### src/rtl/apb_master.sv
// APB requester: single read/write commands on a valid/ready port,
// sequenced through SETUP/ACCESS with wait states and an optional timeout.
module apb_master #(
  parameter int ADDR_W  = 6,
  parameter int DATA_W  = 32,
  parameter int TIMEOUT = 16
) (
  input  logic              pclk,
  input  logic              prst_n,
  input  logic              cmd_valid,
  output logic              cmd_ready,
  input  logic              cmd_write,
  input  logic [ADDR_W-1:0] cmd_addr,
  input  logic [DATA_W-1:0] cmd_wdata,
  output logic              rsp_valid,
  output logic [DATA_W-1:0] rsp_rdata,
  output logic              rsp_err,
  output logic              psel,
  output logic              penable,
  output logic              pwrite,
  output logic [ADDR_W-1:0] paddr,
  output logic [DATA_W-1:0] pwdata,
  input  logic              pready,
  input  logic [DATA_W-1:0] prdata
);

  localparam int CW = (TIMEOUT > 0) ? $clog2(TIMEOUT + 1) : 1;
  localparam logic [CW-1:0] CMAX = '1;
  localparam logic [CW-1:0] LAST =
    (TIMEOUT == 0) ? '0 : CW'(TIMEOUT - 1);

  typedef enum logic [1:0] {
    IDLE,
    SETUP,
    ACCESS
  } state_t;

  state_t        state, state_nx;
  logic [CW-1:0] cnt, cnt_nx;
  logic          accept;
  logic          done;
  logic          abort;

  assign cmd_ready = prst_n && (state == IDLE);
  assign accept    = cmd_valid && cmd_ready;
  assign psel      = (state != IDLE);
  assign penable   = (state == ACCESS);

  always_comb begin
    state_nx = state;
    cnt_nx   = cnt;
    done     = 1'b0;
    abort    = 1'b0;
    unique case (state)
      IDLE: begin
        if (accept) state_nx = SETUP;
      end
      SETUP: begin
        state_nx = ACCESS;
        cnt_nx   = '0;
      end
      ACCESS: begin
        // pready wins over a timeout on the same edge
        if (pready) begin
          done     = 1'b1;
          state_nx = IDLE;
        end else if (TIMEOUT != 0 && cnt == LAST) begin
          abort    = 1'b1;
          state_nx = IDLE;
        end else if (cnt != CMAX) begin
          cnt_nx = cnt + CW'(1);
        end
      end
      default: state_nx = IDLE;
    endcase
  end

  always_ff @(posedge pclk or negedge prst_n) begin
    if (!prst_n) begin
      state <= IDLE;
      cnt   <= '0;
    end else begin
      state <= state_nx;
      cnt   <= cnt_nx;
    end
  end

  always_ff @(posedge pclk or negedge prst_n) begin
    if (!prst_n) begin
      pwrite    <= 1'b0;
      paddr     <= '0;
      pwdata    <= '0;
      rsp_valid <= 1'b0;
      rsp_rdata <= '0;
      rsp_err   <= 1'b0;
    end else begin
      rsp_valid <= done || abort;
      if (accept) begin
        pwrite <= cmd_write;
        paddr  <= cmd_addr;
        pwdata <= cmd_wdata;
      end
      if (done) begin
        rsp_err   <= 1'b0;
        rsp_rdata <= pwrite ? '0 : prdata;
      end else if (abort) begin
        rsp_err   <= 1'b1;
        rsp_rdata <= '0;
      end
    end
  end

endmodule

### config.mk
export PLATFORM = sky130hd
export DESIGN_NAME = apb_master
export DESIGN_NICKNAME = d
export VERILOG_FILES = /design/src/rtl/apb_master.sv
export SDC_FILE = /design/constraint.sdc
export NUM_CORES = 1
export LEC_CHECK = 0
export CORE_MARGIN = 4
export CORE_UTILIZATION = 40
export CTS_CLUSTER_DIAMETER = 150
export DETAILED_ROUTE_END_ITERATION = 7
export PLACE_DENSITY = 0.88
export SLEW_MARGIN = 30
export SYNTH_ARGS = -nofsm -noshare
export SYNTH_HDL_FRONTEND = slang
export SYNTH_SLANG_ARGS = --single-unit
### constraint.sdc
create_clock -name pclk -period 2.7 [get_ports pclk]
set_input_delay 0.81 -clock pclk [delete_from_list [all_inputs] [get_ports pclk]]
set_output_delay 0.81 -clock pclk [all_outputs]
set_load 0.05 [all_outputs]
### Word-level counts from Yosys, hierarchy flattened

Index checks and enable logic that the tools add are counted.

* bits in registers: 80
* input port bits: 75
* logic and storage cells: 45

* add/subtract/negate cells: 1
* eq/ne operators: 9
* mux-type cells: 18
* reduce and logical (&&, ||, !) cells: 9

Operators with widths (number)
* 32-bit 2-to-1 mux: 3
* 5-bit 2-to-1 mux: 3
* 5-bit case mux with 2 select lines: 1
* 1-bit 2-to-1 mux: 7
* 2-bit 2-to-1 mux: 3
* 2-bit inequality test (second input constant): 3
* 2-bit case mux with 3 select lines: 1
* 2-bit nonzero test: 3
* 5-bit by 1-bit adder with 5-bit output (second input constant): 1
* 5-bit by 4-bit equality test with 1-bit output (second input constant): 1
* 5-bit inequality test (second input constant): 1
* 4-bit AND reduction: 1
* 3-bit by 1-bit inequality test with 1-bit output (second input constant): 1
* 2-bit by 1-bit equality test with 1-bit output (second input constant): 1
* 2-bit equality test (second input constant): 1
* 1-bit logical AND: 2
* 2-bit logical NOT: 1
* 2-bit by 1-bit inequality test with 1-bit output (second input constant): 1
* 2-bit AND reduction: 1
* 1-bit logical OR: 1

### Longest topological paths before layout

Gate-level depths: netlist (run 1).

* depth in word-level cells: 6
* mapped depth: 6
* gate-level depth less buffers: 6

### Least setup slack after synthesis (run 1)

OpenSTA, ideal clock, no wires.

* path type: input to output
* start: input port prst_n
* end: output port cmd_ready
* arrival: 1.217 ns
* required time: 1.890 ns
* path slack: 0.673 ns
* stages on the path: 1
* path buffers: 0
* cells stage by stage: and2_1

* longest elaborated chain between the ends: 1

Ends and longest elaborated chain
* start, declared: RTL line 9 `input logic prst_n,`
* 1-bit logical AND: RTL line 44 `assign cmd_ready = prst_n && (state == IDLE);`
* end, declared: RTL line 11 `output logic cmd_ready,`

No other way between the ends.

### Worst setup path after layout (run 1)

* start: register pwrite
* end: output port pwrite

RTL lines
* start, declared: RTL line 20 `output logic pwrite,`
* start signal, assigned: RTL line 99 `pwrite <= cmd_write;`

No word-level cell between the ends.

==> impl_metrics.json, run 1 <==
{
  "start_util": 0.418,
  "diodes": 0,
  "cp_max_fo": 3,
  "dieHeight_um": 95.8,
  "clk_pin_slew_ps": 80,
  "synth_edf_count": 0,
  "internal-power_mw": 3.11,
  "ff_latch_area_um2": 2000,
  "via_count": 2334,
  "antenna_left": 0,
  "comb_power_share": 0.498,
  "cp_top_family": "buffers and inverters",
  "synth_top_cell_by_area": "dfrtp_1",
  "netlist_area_um2": 3080,
  "area_growth_syn_to_layout_pct": 59.4,
  "remaining_drc_errors": 0,
  "rr_startpoint": "cnt[0]",
  "async_reset_ff_frac": 1.00,
  "critPathLaunchType": "flip-flop",
  "grt_pass1_wl_um": 11900,
  "synth-seq-area-share": 0.650,
  "grt_usage": 0.169,
  "ys_warn_count": 0,
  "endpoint": "pwrite",
  "io_pins": 151,
  "finalCriticalPeriod_ps": 2400,
  "pwr-share-clk": 0.171,
  "ys.flop_type": "dfrtp_1",
  "h-tree-depth": 3,
  "critical_path_cell_count": 1,
  "crit_arrival_ps": 1590,
  "via_per_inst": 5.01,
  "drt_iter0_markers": 117,
  "rr_endpoint": "cnt[3]",
  "hold_violations": 0,
  "period_share": 0.890,
  "grt_max_degree": 55,
  "cts_tree": "done",
  "grt.overflow.total": 0,
  "skew_ps": 10.9,
  "p_per_area_nw_per_um2": 1110,
  "synth_area_per_cell_um2": 14.8,
  "yosysMostFrequentCell": "dfrtp_1",
  "leakage_nw": 2.12,
  "worstSetupPathType": "reg -> out",
  "critPathRequiredTime_ps": 1890,
  "slew_violations": 0,
  "clk-insertion-delay-late_ps": 330,
  "p_sw_mw": 2.33,
  "outcome": "finished clean",
  "port_buffers": 150,
  "netlist_instances": 208,
  "ir_drop_mv": 0.510,
  "dp_slack_ps": 389,
  "place.gp.congestion": 0.786,
  "place_area_um2": 4700,
  "ys_ff_latch": 80,
  "tightest_slew_ps": 669,
  "layout-drive-gt1-share": 0.180,
  "final.setup.tns_ps": 0,
  "critPathCaptureType": "output port",
  "p_sw_frac": 0.429,
  "relSlewSlack": 0.554,
  "drt_pass1_iterations": 4,
  "die-width_um": 95.8,
  "synth_area_leaders": "dfrtp_1 65%, mux2_2 14%, a22o_1 9.7%",
  "ff2ff_setup_slack_ps": 490,
  "worst_slack_ps": 298,
  "cts-root-buf": "clkbuf_8",
  "fp-row-count": 31,
  "wl_um": 7780,
  "rsz0062_at_grt": "no",
  "antenna_found_initial": 0,
  "wire_per_inst_um": 16.7,
  "multi_input_area_um2": 987,
  "clock-sinks": 80,
  "reg2reg_depth": 6,
  "dieArea_um2": 9170,
  "cp_num_buf_inv": 1,
  "ctsLongestPathBuffers": 2,
  "core_um2": 7370,
  "syn_nets": 286,
  "final_cell_area_um2": 4910,
  "cts_buffers": 9,
  "grt_pass1_vias": 2473,
  "max_freq_mhz": 416,
  "path_cells": "clkdlybuf4s50_1",
  "hold_path.class": "in -> async",
  "nFillCells": 550,
  "crit_start": "pwrite",
  "dp_hpwl_um": 5820,
  "critPathMaxStageDelay_ps": 830,
  "setup_viol": 0,
  "slowest_stage": "clkdlybuf4s50_1",
  "nNetsFinal": 440,
  "seq_power_share": 0.332,
  "drv_cap": 0,
  "synth_top_area_frac": 0.650,
  "ys_types": 26,
  "netlist_top_cells_count": "80 x dfrtp_1, 39 x mux2_2, 34 x a22o_1"
}
cell families (layout without fill, tap and decap cells):
| kind of cell | Yosys count | count (layout) | synth area share |
|---|---|---|---|
| DFF | 80 | 80 | 0.650 |
| AOI/OAI and AO/OA | 47 | 47 | 0.123 |
| muxes | 39 | 39 | 0.143 |
| and+or+nand+nor | 21 | 21 | 0.0394 |
| buffers and inverters | 18 | 177 | 0.0333 |
| adders and majority gates | 3 | 3 | 0.0122 |
per-layer routing:
layer  GRT usage  vias up  wire (um)
li1            -     1069          -
met1       0.198     1139       3040
met2       0.277      115       3720
met3      0.0735       11        924
met4      0.0557        0         96
met5           0        -          0
sequential cells by signal, summed over array words and instances (netlist names):
register	count
state	2
paddr	6
rsp_valid	1
rsp_rdata	32
rsp_err	1
cnt	5
pwdata	32
pwrite	1
area by class of cell:
class,count,area share
clock buffer,10,0.0260
timing repair buffer,156,0.319
inverter,5,0.00382
sequential,80,0.408
tap,99,0.0252
clock inverter,6,0.0171
multi-input combinational,110,0.201
what timing repair did:
action | 4_1_cts | 5_1_grt
hold buffers | 0 | 0
gates resized for setup | 0 | 1
endpoints found under the setup margin | 0 | 1
buffers inserted | 0 | 0
power groups by stage:
stage	clock network [mW]	logic, mW	registers (mW)
5_1_grt	1.03	2.82	1.85
3_3_place_gp	0	2.69	1.80
6_report	0.929	2.71	1.80
3_5_place_dp	0	2.72	1.83
4_1_cts	0.961	2.73	1.81
2_1_floorplan	0	0.457	3.07
stage by stage:
step / total power [mW] / util / hold slack (ps) / cells
after global routing: 5.70 / 0.666 / 502 / 466
after detailed placement: 4.55 / 0.637 / 491 / 450
after floorplan: 3.52 / - / 494 / 208
after global placement: 4.49 / 0.637 / 487 / 450
final: 5.44 / 0.666 / 496 / 466
after CTS: 5.50 / 0.666 / 484 / 466
layout by cell type (no fill, tap or decap), drive strengths merged:
master         instances
and2                   2
nor2                   1
or4                    2
dfrtp                 80
nand2b                 2
dlymetal6s2s           1
inv                    5
clkdlybuf4s50        146
clkbuf                10
a22o                  34
o31ai                  2
and3                   2
bufinv                 2
nor2b                  1
nand2                  4
buf                    9
or3                    1
clkinv                 4
a311oi                 1
a211o                  1
o21ai                  5
nor3b                  1
a21o                   1
ha                     3
nand3                  3
mux2                  39
a21oi                  3
nor3                   2
worst min-delay path by stage:
stage / from / end / slack (ps) / cells past startpoint
final: prst_n / pwdata[29] / 500 / 2
after floorplan: cnt[3] / cnt[3] / 490 / 2
after CTS: prst_n / paddr[5] / 480 / 2
after global placement: rsp_rdata[30] / rsp_rdata[30] / 490 / 1
after global routing: prst_n / pwdata[29] / 500 / 2
after detailed placement: rsp_rdata[1] / rsp_rdata[1] / 490 / 1
(Power assumes the default switching activity.)
==> run 2: changes to the inputs <==
--- a/config.mk
+++ b/config.mk
@@ -10,6 +10,7 @@
 export CTS_CLUSTER_DIAMETER = 150
 export DETAILED_ROUTE_END_ITERATION = 7
 export PLACE_DENSITY = 0.88
+export RECOVER_POWER = 25
 export SLEW_MARGIN = 30
 export SYNTH_ARGS = -nofsm -noshare
 export SYNTH_HDL_FRONTEND = slang
==> impl_metrics.json, run 2 (synthesized netlist as in run 1, its figures left out) <==
{
  "setup_viol": 0,
  "via_count": 2329,
  "cts-root-buf": "clkbuf_8",
  "cp_max_fo": 3,
  "multi_input_area_um2": 987,
  "die-width_um": 95.8,
  "cp_num_buf_inv": 1,
  "finalCriticalPeriod_ps": 2400,
  "critPathCaptureType": "output port",
  "grt_pass1_wl_um": 11900,
  "rr_endpoint": "cnt[3]",
  "area_growth_syn_to_layout_pct": 59.1,
  "reg2reg_depth": 6,
  "clock-sinks": 80,
  "fin_hold_ws_ps": 506,
  "p_per_area_nw_per_um2": 1110,
  "grt.overflow.total": 0,
  "outcome": "finished clean",
  "critPathRequiredTime_ps": 1890,
  "drt_iter0_markers": 117,
  "layout-drive-gt1-share": 0.174,
  "grt_pass1_vias": 2473,
  "period_share": 0.890,
  "critPathLaunchType": "flip-flop",
  "fin_cells": 466,
  "grt_usage": 0.169,
  "dieArea_um2": 9170,
  "dpl.cell_count": 450,
  "core_um2": 7370,
  "antenna_left": 0,
  "tightest_slew_ps": 1340,
  "place.gp.congestion": 0.786,
  "slowest_stage": "clkdlybuf4s50_1",
  "drv_cap": 0,
  "crit_arrival_ps": 1590,
  "cp_top_family": "buffers and inverters",
  "via_per_inst": 5.00,
  "min_path_cells": 1,
  "rr_startpoint": "cnt[0]",
  "ff2ff_setup_slack_ps": 490,
  "clk-insertion-delay-late_ps": 330,
  "critPathMaxStageDelay_ps": 830,
  "final_cell_mix": "146 x clkdlybuf4s50_1, 80 x dfrtp_1, 39 x mux2_2",
  "antenna_found_initial": 0,
  "wl_um": 7770,
  "relSlewSlack": 0.108,
  "io_pins": 151,
  "nNetsFinal": 440,
  "max_freq_mhz": 416,
  "final.setup.tns_ps": 0,
  "hold_violations": 0,
  "reg_top3": "pwdata (32), rsp_rdata (32), paddr (6)",
  "cts_buffers": 9,
  "ff_latch_area_um2": 2000,
  "cts_setup_buffers": 0,
  "leakage_nw": 2.12,
  "hold_path.class": "reg -> reg",
  "diodes": 0,
  "dieHeight_um": 95.8,
  "drt_pass1_iterations": 4,
  "rsz0062_at_grt": "no",
  "start_util": 0.418,
  "clk_pin_slew_ps": 80,
  "cts_tree": "done",
  "skew_ps": 10.9,
  "worstSetupPathType": "reg -> out",
  "h-tree-depth": 3,
  "hold_end": "rsp_rdata[29]",
  "hold_start": "rsp_rdata[29]",
  "grt_max_degree": 55,
  "slew_violations": 0,
  "path_cells": "clkdlybuf4s50_1",
  "port_buffers": 150,
  "nFillCells": 552,
  "ctsLongestPathBuffers": 2,
  "fp-row-count": 31,
  "mostFrequentLayoutCell": "clkdlybuf4s50_1",
  "ir_drop_mv": 0.510,
  "wire_per_inst_um": 16.7,
  "dp_hpwl_um": 5820,
  "remaining_drc_errors": 0
}
## run 2: cell types whose count changed in the layout (fill, tap and decap cells not counted), sizes merged
| cell | delta |
|---|---|
| buf | -3 |
| clkbuf | +3 |
## run 2: power by group
group	leakage [nW]	total (mW)	internal, mW	switching [mW]
clock	0.110	0.928	0.518	0.410
sequential	0.991	1.80	1.58	0.228
combinational	1.02	2.70	1.01	1.69
## run 2: how the worst max path moves through the flow
stage,depth (start not counted),end,slack [ps],from
floorplan,1,cmd_ready,670,prst_n
finish,1,pwrite,300,pwrite
CTS,3,psel,10,state[0]
global placement,3,psel,410,state[0]
detailed placement,3,psel,390,state[0]
global route,1,pwrite,230,pwrite
## run 2: stage by stage
step,total power [mW],util,worst slack (ps),area (um2)
after floorplan,3.52,-,673,3080
after global placement,4.49,0.637,412,4700
after detailed placement,4.55,0.637,389,4700
after CTS,5.50,0.666,14.4,4910
after global routing,5.70,0.665,233,4900
final,5.44,0.665,298,4900
## run 2: area by class of cell
class,instances,share of cell area
Sequential cell,80,0.409
Timing Repair Buffer,156,0.318
Multi-Input combinational cell,110,0.201
Inverter,5,0.00383
Tap cell,99,0.0253
Clock buffer,10,0.0260
Clock inverter,6,0.0171
## run 2: what timing repair did
| item | 4_1_cts | 5_1_grt |
|---|---|---|
| resized for setup | 0 | 1 |
| hold buffers | 0 | 0 |
| setup endpoints to repair | 0 | 1 |
## run 2: layer usage
layer,up-vias,wire length (um),global-route usage
li1,1069,-,-
met2,115,3720,0.277
met1,1134,3020,0.198
met5,-,0,0
met3,11,935,0.0735
met4,0,96,0.0557
==> run 3: changes to the inputs <==
--- a/config.mk
+++ b/config.mk
@@ -5,7 +5,6 @@
 export SDC_FILE = /design/constraint.sdc
 export NUM_CORES = 1
 export LEC_CHECK = 0
-export CORE_MARGIN = 4
 export CORE_UTILIZATION = 40
 export CTS_CLUSTER_DIAMETER = 150
 export DETAILED_ROUTE_END_ITERATION = 7
==> impl_metrics.json, run 3 (synthesized netlist as in run 1, its figures left out) <==
{
  "critPathMaxStageDelay_ps": 860,
  "cp_max_fo": 3,
  "via_per_inst": 5.12,
  "wl_um": 7570,
  "fp-row-count": 31,
  "grt_max_degree": 47,
  "max_freq_mhz": 409,
  "pwr-share-clk": 0.148,
  "ctsLongestPathBuffers": 2,
  "skew_ps": 13.6,
  "place.gp.congestion": 0.752,
  "port_buffers": 150,
  "antenna_left": 0,
  "tightest_slew_ps": 1100,
  "fin_cells": 467,
  "h-tree-depth": 3,
  "grt_pass1_wl_um": 13000,
  "area_growth_syn_to_layout_pct": 58.4,
  "hold_violations": 0,
  "clk-insertion-delay-late_ps": 340,
  "p_sw_frac": 0.447,
  "mostFrequentLayoutCell": "clkdlybuf4s50_1",
  "cts_resized": 0,
  "leakage_nw": 2.10,
  "internal-power_mw": 2.93,
  "p_sw_mw": 2.37,
  "worstSetupPathType": "reg -> out",
  "start_util": 0.420,
  "p_per_area_nw_per_um2": 1090,
  "ctsHoldBuffers": 0,
  "period_share": 0.906,
  "relSlewSlack": 0.265,
  "crit_arrival_ps": 1640,
  "grt_usage": 0.201,
  "antenna_found_initial": 0,
  "critPathRequiredTime_ps": 1890,
  "die-width_um": 89.8,
  "clk_pin_slew_ps": 80,
  "via_count": 2393,
  "nNetsFinal": 441,
  "slowest_stage": "clkdlybuf4s50_1",
  "reg_top3": "pwdata (32), rsp_rdata (32), paddr (6)",
  "cts_setup_buffers": 0,
  "drv_cap": 0,
  "critPathLaunchType": "flip-flop",
  "critPathCaptureType": "output port",
  "cts-root-buf": "clkbuf_8",
  "worst_slack_ps": 253,
  "path_cells": "clkdlybuf4s50_1",
  "core_um2": 7330,
  "cp_top_family": "buffers and inverters",
  "cts_buffers": 9,
  "seq_power_share": 0.341,
  "drt_iter0_markers": 86,
  "outcome": "finished clean",
  "dieArea_um2": 8060,
  "drt_pass1_iterations": 4,
  "rsz0062_at_grt": "no",
  "cp_num_buf_inv": 1,
  "dieHeight_um": 89.8,
  "dpl.cell_count": 451,
  "grt.overflow.total": 0,
  "final.setup.tns_ps": 0,
  "remaining_drc_errors": 0,
  "cts_tree": "done",
  "io_pins": 151,
  "wire_per_inst_um": 16.2,
  "grt_pass1_vias": 2622,
  "layout-drive-gt1-share": 0.185,
  "clock-sinks": 80,
  "fin_hold_ws_ps": 365,
  "final_cell_mix": "146 x clkdlybuf4s50_1, 80 x dfrtp_1, 39 x mux2_2",
  "nFillCells": 525,
  "dp_hpwl_um": 5570,
  "slew_violations": 0,
  "comb_power_share": 0.511,
  "dp_slack_ps": 318,
  "ir_drop_mv": 0.580,
  "diodes": 0,
  "setup_viol": 0,
  "hold_path.class": "in -> async",
  "finalCriticalPeriod_ps": 2450
}
[run 3: cell types whose count changed in the layout (fill, tap and decap cells not counted)]
cell / delta
clkbuf_2: +1
clkinvlp_4: +1
clkbuf_1: -2
bufinv_16: -2
clkinv_2: -1
buf_12: +1
buf_4: +1
inv_6: +3
dlymetal6s2s_1: -1
[run 3: area by class of cell]
| type | instances | area (um2) | area share |
|---|---|---|---|
| Inverter | 5 | 18.8 | 0.00385 |
| Tap cell | 99 | 124 | 0.0254 |
| Sequential cell | 80 | 2000 | 0.410 |
| Clock inverter | 7 | 52.6 | 0.0108 |
| Clock buffer | 9 | 124 | 0.0254 |
| Timing Repair Buffer | 157 | 1570 | 0.322 |
| Multi-Input combinational cell | 110 | 987 | 0.202 |
[run 3: routing by layer]
layer	part of all wire	global-route usage	wire length, um
met1	0.42	0.257	3140
met2	0.49	0.328	3690
met3	0.078	0.0558	587
met4	0.019	0.0738	144
met5	0	0	0
[run 3: final timing paths]
kind                           endpoint  cells after the start  slack [ps]       start
setup / recovery                 pwrite                      1         250      pwrite
hold / removal                 state[0]                      1         370      prst_n
setup reg to reg                 cnt[3]                      6         500      cnt[0]
hold reg to reg              pwdata[26]                      1         510  pwdata[26]
max in group asynchronous  rsp_rdata[7]                      2         940      prst_n
min in group pclk            pwdata[26]                      1         510  pwdata[26]
[run 3: metrics by stage]
stage                util  total power [mW]  area [um2]
CTS                 0.667              5.35        4890
finish              0.666              5.30        4880
detailed placement  0.643              4.55        4710
floorplan               -              3.52        3080
global route        0.666              5.53        4880
global placement    0.643              4.49        4710
[run 3: power by group through the flow]
stage                     logic, mW  clock network, mW  registers [mW]
after floorplan               0.457                  0            3.07
after global placement         2.69                  0            1.80
after detailed placement       2.72                  0            1.83
after CTS                      2.73              0.816            1.81
after global routing           2.81              0.860            1.86
final                          2.71              0.785            1.81
